### src/rtl/mem_access_unit.sv
// Load/store unit between the MEM stage and a word-addressed data RAM.
// Sub-word stores use read-modify-write; loads return sign/zero-extended lanes.
module mem_access_unit #(
   parameter int unsigned MEM_WORDS = 102,
   parameter logic [31:0] BASE_ADDR = 32'h0000_0000
) (
   input  logic        clk,
   input  logic        rst,
   input  logic        req_valid,
   output logic        req_ready,
   input  logic        req_we,
   input  logic [1:0]  req_size,
   input  logic        req_signed,
   input  logic [31:0] req_addr,
   input  logic [31:0] req_wdata,
   output logic        resp_valid,
   output logic [31:0] resp_rdata,
   output logic        resp_err,
   output logic        ram_we,
   output logic [31:0] ram_addr,
   output logic [31:0] ram_wd,
   input  logic [31:0] ram_rd
);

   typedef enum logic [2:0] {StIdle, StLoad, StMerge, StWrite, StResp} state_e;

   state_e      state_q, state_d;
   logic [31:0] addr_q;
   logic [1:0]  size_q;
   logic        signed_q;
   logic [31:0] wd_q;
   logic [31:0] rdata_q;
   logic        err_q;

   logic [31:0] word_idx;
   logic        range_err, align_err, req_err;
   logic [7:0]  byte_sel;
   logic [15:0] half_sel;
   logic [31:0] load_data;
   logic [31:0] merged;

   // addr < BASE_ADDR is rejected explicitly so the subtraction never wraps into range
   assign word_idx  = (req_addr - BASE_ADDR) >> 2;
   assign range_err = (req_addr < BASE_ADDR) || (word_idx >= MEM_WORDS);

   always_comb begin
      align_err = 1'b0;
      case (req_size)
         2'b01:   align_err = req_addr[0];
         2'b10:   align_err = |req_addr[1:0];
         2'b11:   align_err = 1'b1;
         default: align_err = 1'b0;
      endcase
   end

   assign req_err = align_err | range_err;

   assign byte_sel = ram_rd[{addr_q[1:0], 3'b000} +: 8];
   assign half_sel = addr_q[1] ? ram_rd[31:16] : ram_rd[15:0];

   always_comb begin
      load_data = ram_rd;
      case (size_q)
         2'b00:   load_data = {{24{signed_q & byte_sel[7]}}, byte_sel};
         2'b01:   load_data = {{16{signed_q & half_sel[15]}}, half_sel};
         default: load_data = ram_rd;
      endcase
   end

   always_comb begin
      merged = ram_rd;
      if (size_q == 2'b00) begin
         merged[{addr_q[1:0], 3'b000} +: 8] = wd_q[7:0];
      end else begin
         merged[{addr_q[1], 4'b0000} +: 16] = wd_q[15:0];
      end
   end

   always_comb begin
      state_d = state_q;
      unique case (state_q)
         StIdle: begin
            if (req_valid) begin
               if (req_err)                state_d = StResp;
               else if (!req_we)           state_d = StLoad;
               else if (req_size == 2'b10) state_d = StWrite;
               else                        state_d = StMerge;
            end
         end
         StLoad:  state_d = StResp;
         StMerge: state_d = StWrite;
         StWrite: state_d = StResp;
         StResp:  state_d = StIdle;
         default: state_d = StIdle;
      endcase
   end

   always_ff @(posedge clk or posedge rst) begin
      if (rst) begin
         state_q  <= StIdle;
         addr_q   <= '0;
         size_q   <= '0;
         signed_q <= 1'b0;
         wd_q     <= '0;
         rdata_q  <= '0;
         err_q    <= 1'b0;
      end else begin
         state_q <= state_d;
         case (state_q)
            StIdle: begin
               if (req_valid) begin
                  addr_q   <= req_addr;
                  size_q   <= req_size;
                  signed_q <= req_signed;
                  err_q    <= req_err;
                  if (req_we) wd_q <= req_wdata;
               end
            end
            StLoad:  rdata_q <= load_data;
            StMerge: wd_q    <= merged;
            StResp: begin
               rdata_q <= '0;
               err_q   <= 1'b0;
            end
            default: ;
         endcase
      end
   end

   assign req_ready  = (state_q == StIdle);
   assign resp_valid = (state_q == StResp);
   assign resp_rdata = rdata_q;
   assign resp_err   = err_q;
   assign ram_we     = (state_q == StWrite);
   assign ram_addr   = {addr_q[31:2], 2'b00};
   assign ram_wd     = wd_q;

endmodule

### config.mk
export PLATFORM = sky130hd
export DESIGN_NAME = mem_access_unit
export DESIGN_NICKNAME = d
export VERILOG_FILES = /design/src/rtl/mem_access_unit.sv
export SDC_FILE = /design/constraint.sdc
export NUM_CORES = 1
export LEC_CHECK = 0
export BUFFER_PORTS_ARGS = -buffer_cell sky130_fd_sc_hd__buf_2
export CAP_MARGIN = 20
export CORE_ASPECT_RATIO = 1.25
export CORE_UTILIZATION = 30
export CTS_BUF_LIST = sky130_fd_sc_hd__clkbuf_16
export DETAILED_ROUTE_END_ITERATION = 10
export PLACE_DENSITY = 0.51
export SLEW_MARGIN = 30
export SYNTH_ARGS = -nofsm -noshare
export SYNTH_HDL_FRONTEND = slang
export SYNTH_SLANG_ARGS = --single-unit
### constraint.sdc
create_clock -name clk -period 5.7 [get_ports clk]
set_input_delay 0.285 -clock clk [delete_from_list [all_inputs] [get_ports clk]]
set_output_delay 0.285 -clock clk [all_outputs]
set_load 0.01 [all_outputs]
==> results.json <==
{
  "clock-root-buffer": "sky130_fd_sc_hd__clkbuf_16",
  "drt_first_pass_iters": 4,
  "portBuffers": 200,
  "startpoint_type": "flop",
  "placementRows": 54,
  "stdcell_area_sq_um": 6730,
  "cts.clk_slew.worst_paths_ns": 0.07,
  "worst_slew_pin_slew_ns": 0.892,
  "worstHoldEndpoint": "addr_q[2]",
  "fin_skew_ns": 0.00631,
  "nature_of_the_critical_path_endpoint": "flop",
  "clock_group_share_of_total_power_pct": 31.8,
  "synth_top_area_share_pct": 47.0,
  "synth-edff-count": 0,
  "cts_inserted_buffers": 9,
  "seq_area_frac_synth_pct": 47.0,
  "cap_viol_max_count": 0,
  "final.period_utilization_pct": 53.4,
  "grt.total_usage_pct": 20.0,
  "synth_area_per_cell_sq_um": 10.6,
  "slew_viol_final": 0,
  "dr.first_iter.drc_count": 235,
  "grt_pass1_wl_um": 28300,
  "post_synth_top_cells": "sky130_fd_sc_hd__dfrtp_1, sky130_fd_sc_hd__a21oi_1, sky130_fd_sc_hd__mux2_2",
  "regArea_sq_um": 2580,
  "grt_start_max_net_pins": 74,
  "clock-sinks": 103,
  "die_area_sq_um": 18800,
  "yosys_register_bits": 103,
  "worst_slew_margin_rel_pct": 40.5,
  "crit_arrival_ns": 3.30,
  "power.share.sequential_pct": 46.7,
  "floorplan.die.width_um": 123,
  "clock_latency_ns": 0.35,
  "drt_wl_total_um": 18600,
  "synth_async_sr_flop_share_pct": 100,
  "syn-cell-area_sq_um": 5490,
  "worst_hold_path_type": "input pin to flop",
  "placed_cells_incl_taps": 878,
  "timing.rr.start": "addr_q[1]",
  "routabilityCongestion": 0.837,
  "internal_power_mw": 1.33,
  "finalHoldWorstSlack_ns": 0.166,
  "required_arrival_time_at_the_worst_endpoint_ns": 5.96,
  "outcome": "completed",
  "placeableCoreArea_sq_um": 17700,
  "total_switching_power_mw": 0.594,
  "max-clock-path-buffers": 2,
  "yosysWarnings": 0,
  "crit_path_max_fanout": 25,
  "share_comb_of_total_power_pct": 21.5,
  "yosysTopAreaCell": "sky130_fd_sc_hd__dfrtp_1",
  "setup_viol": 0,
  "placedInstanceArea_sq_um": 6410,
  "worstHoldPathCells": 2,
  "drc_errors": 0,
  "hpwl_um": 14200,
  "achievable_freq_mhz": 329,
  "finalHoldViolCount": 0,
  "reg2regPathDepth": 6,
  "timing.rr.end": "ram_wd[25]",
  "yosysUniqueCellTypes": 62,
  "critical_path_class": "flop to flop",
  "rsz0062_at_grt": "false",
  "yosys_most_used_dff": "sky130_fd_sc_hd__dfrtp_1",
  "detail_route.vias_per_cell": 5.42,
  "initial_utilization_pct": 31.0,
  "synth.top_cells.by_area": "sky130_fd_sc_hd__dfrtp_1, sky130_fd_sc_hd__mux2_2, sky130_fd_sc_hd__buf_4",
  "antenna_left": 0,
  "wl_per_cell_um": 20.7,
  "hp-start": "req_addr[2]",
  "grt_antenna_before_repair": 3,
  "syn_inst": 517,
  "postLayoutSetupSlackWorst_ns": 2.66,
  "drive_above_1_share_pct": 39.6,
  "leakage_power_nw": 3.13,
  "utilization_pct": 38.0,
  "grt_overflow_total": 0,
  "tritoncts_clock_tree": "yes",
  "vdd_drop_max_v": 0.000125,
  "routed-via-count": 4858,
  "reg2reg_slack_ns": 2.66,
  "ioPinCount": 203,
  "post-layout-total-power_mw": 1.92,
  "synthToLayoutAreaGrowth_pct": 22.6,
  "vias_in_the_first_global_route": 4958,
  "final.min_clock_period_ns": 3.04,
  "htree_depth": 3,
  "dpl_worst_slack_ns": 2.71,
  "yosys.cell_count.top_type": "sky130_fd_sc_hd__dfrtp_1",
  "multi_input_area_sq_um": 2490,
  "setup_tns_ns": 0,
  "power_per_cell_area_nw_per_um2": 285,
  "stdcell_count": 896,
  "cts-resized-gates": 0,
  "sw_frac_of_total_pct": 30.9,
  "dieHeight_um": 153,
  "filler_cell_count": 1835,
  "num-nets-final": 775
}
power groups by stage:
stage               Combinational [mW]  Clock (mW)  Sequential, mW
floorplan                        0.281           0           0.886
global placement                 0.408           0           0.905
detailed placement               0.413           0           0.909
CTS                              0.415       0.632           0.895
global route                     0.454       0.658           0.908
finish                           0.413       0.611           0.897
worst max-delay path by stage:
stage / start / endpoint / slack [ns]
2_1_floorplan: rst / addr_q[0] / 2.71
3_3_place_gp: addr_q[1] / ram_wd[26] / 2.87
3_5_place_dp: addr_q[1] / ram_wd[29] / 2.71
4_1_cts: addr_q[1] / ram_wd[29] / 2.70
5_1_grt: addr_q[1] / ram_wd[25] / 2.50
6_report: addr_q[1] / ram_wd[25] / 2.66
layout by cell type (no fill, tap or decap), types with 3 or more instances in the layout:
master	Yosys	layout
sky130_fd_sc_hd__nand2_1	27	26
sky130_fd_sc_hd__a22oi_1	9	9
sky130_fd_sc_hd__mux2i_1	8	8
sky130_fd_sc_hd__mux2_1	8	8
sky130_fd_sc_hd__and3b_1	7	7
sky130_fd_sc_hd__o21ai_1	16	16
sky130_fd_sc_hd__o21ai_0	23	23
sky130_fd_sc_hd__buf_4	32	3
sky130_fd_sc_hd__mux2_2	35	35
sky130_fd_sc_hd__nand3_1	7	7
sky130_fd_sc_hd__a221o_1	16	16
sky130_fd_sc_hd__nor2b_1	3	3
sky130_fd_sc_hd__nor4_1	5	5
sky130_fd_sc_hd__buf_2	8	200
sky130_fd_sc_hd__a21oi_1	36	36
sky130_fd_sc_hd__a221oi_1	15	15
sky130_fd_sc_hd__nor3_1	3	3
sky130_fd_sc_hd__a32o_1	7	7
sky130_fd_sc_hd__a22o_1	10	10
sky130_fd_sc_hd__nand2b_1	9	9
sky130_fd_sc_hd__nor2_1	19	18
sky130_fd_sc_hd__ha_1	5	5
sky130_fd_sc_hd__o31ai_1	7	7
sky130_fd_sc_hd__a211oi_2	3	3
sky130_fd_sc_hd__a31oi_1	8	8
sky130_fd_sc_hd__a211o_1	8	8
sky130_fd_sc_hd__dfrtp_1	103	103
sky130_fd_sc_hd__clkbuf_16	0	9
sky130_fd_sc_hd__or3_1	7	7
sky130_fd_sc_hd__inv_1	6	7
cell type report:
| class | count | area share, % |
|---|---|---|
| Sequential cell | 103 | 38.3 |
| Multi-Input combinational cell | 339 | 37.0 |
| Timing Repair Buffer | 206 | 15.8 |
| Tap cell | 224 | 4.17 |
| Clock buffer | 9 | 3.35 |
| Clock inverter | 6 | 0.818 |
| Inverter | 8 | 0.484 |
| Antenna cell | 1 | 0.0372 |
routing by layer:
layer | GRT usage, % | share of wire (%) | wire length, um | vias to the layer above
met5 | 0 | 0.075 | 14 | -
li1 | - | - | - | 2220
met3 | 4.51 | 7.3 | 1360 | 28
met1 | 23.4 | 40 | 7370 | 2395
met4 | 8.38 | 3.0 | 553 | 2
met2 | 34.5 | 50 | 9270 | 213
worst max-delay path, stage by stage, from the launching register on:
cell                      delay, ns
sky130_fd_sc_hd__dfrtp_1       0.93
sky130_fd_sc_hd__inv_1         0.48
sky130_fd_sc_hd__ha_1          0.37
sky130_fd_sc_hd__nor4b_1       0.46
sky130_fd_sc_hd__and4b_1       0.48
sky130_fd_sc_hd__a22oi_1       0.12
sky130_fd_sc_hd__o31ai_1       0.10
state kept, by name, indices dropped and copies added (netlist names):
register    count
addr_q         32
ram_wd         32
resp_err        1
resp_rdata     32
signed_q        1
size_q          2
state_q         3
cell families (layout without fill, tap and decap cells):
logic type      Yosys count  after routing  share of synthesized area [%]
buf+inv                  76            229                           7.84
flops                   103            103                           47.0
fa+ha+maj                 5              5                           1.14
other cells               1              3                         0.0683
mux                      52             52                           10.7
compound gates          175            175                           22.8
simple gates            104            104                           10.3
xor+xnor                  1              1                          0.160
repair_timing:
action                     4_1_cts  5_1_grt
setup endpoints to repair        0        0
hold buffers                     1        0
buffers inserted                 0        0
hold endpoints to repair        30        0
(Power assumes the default switching activity.)
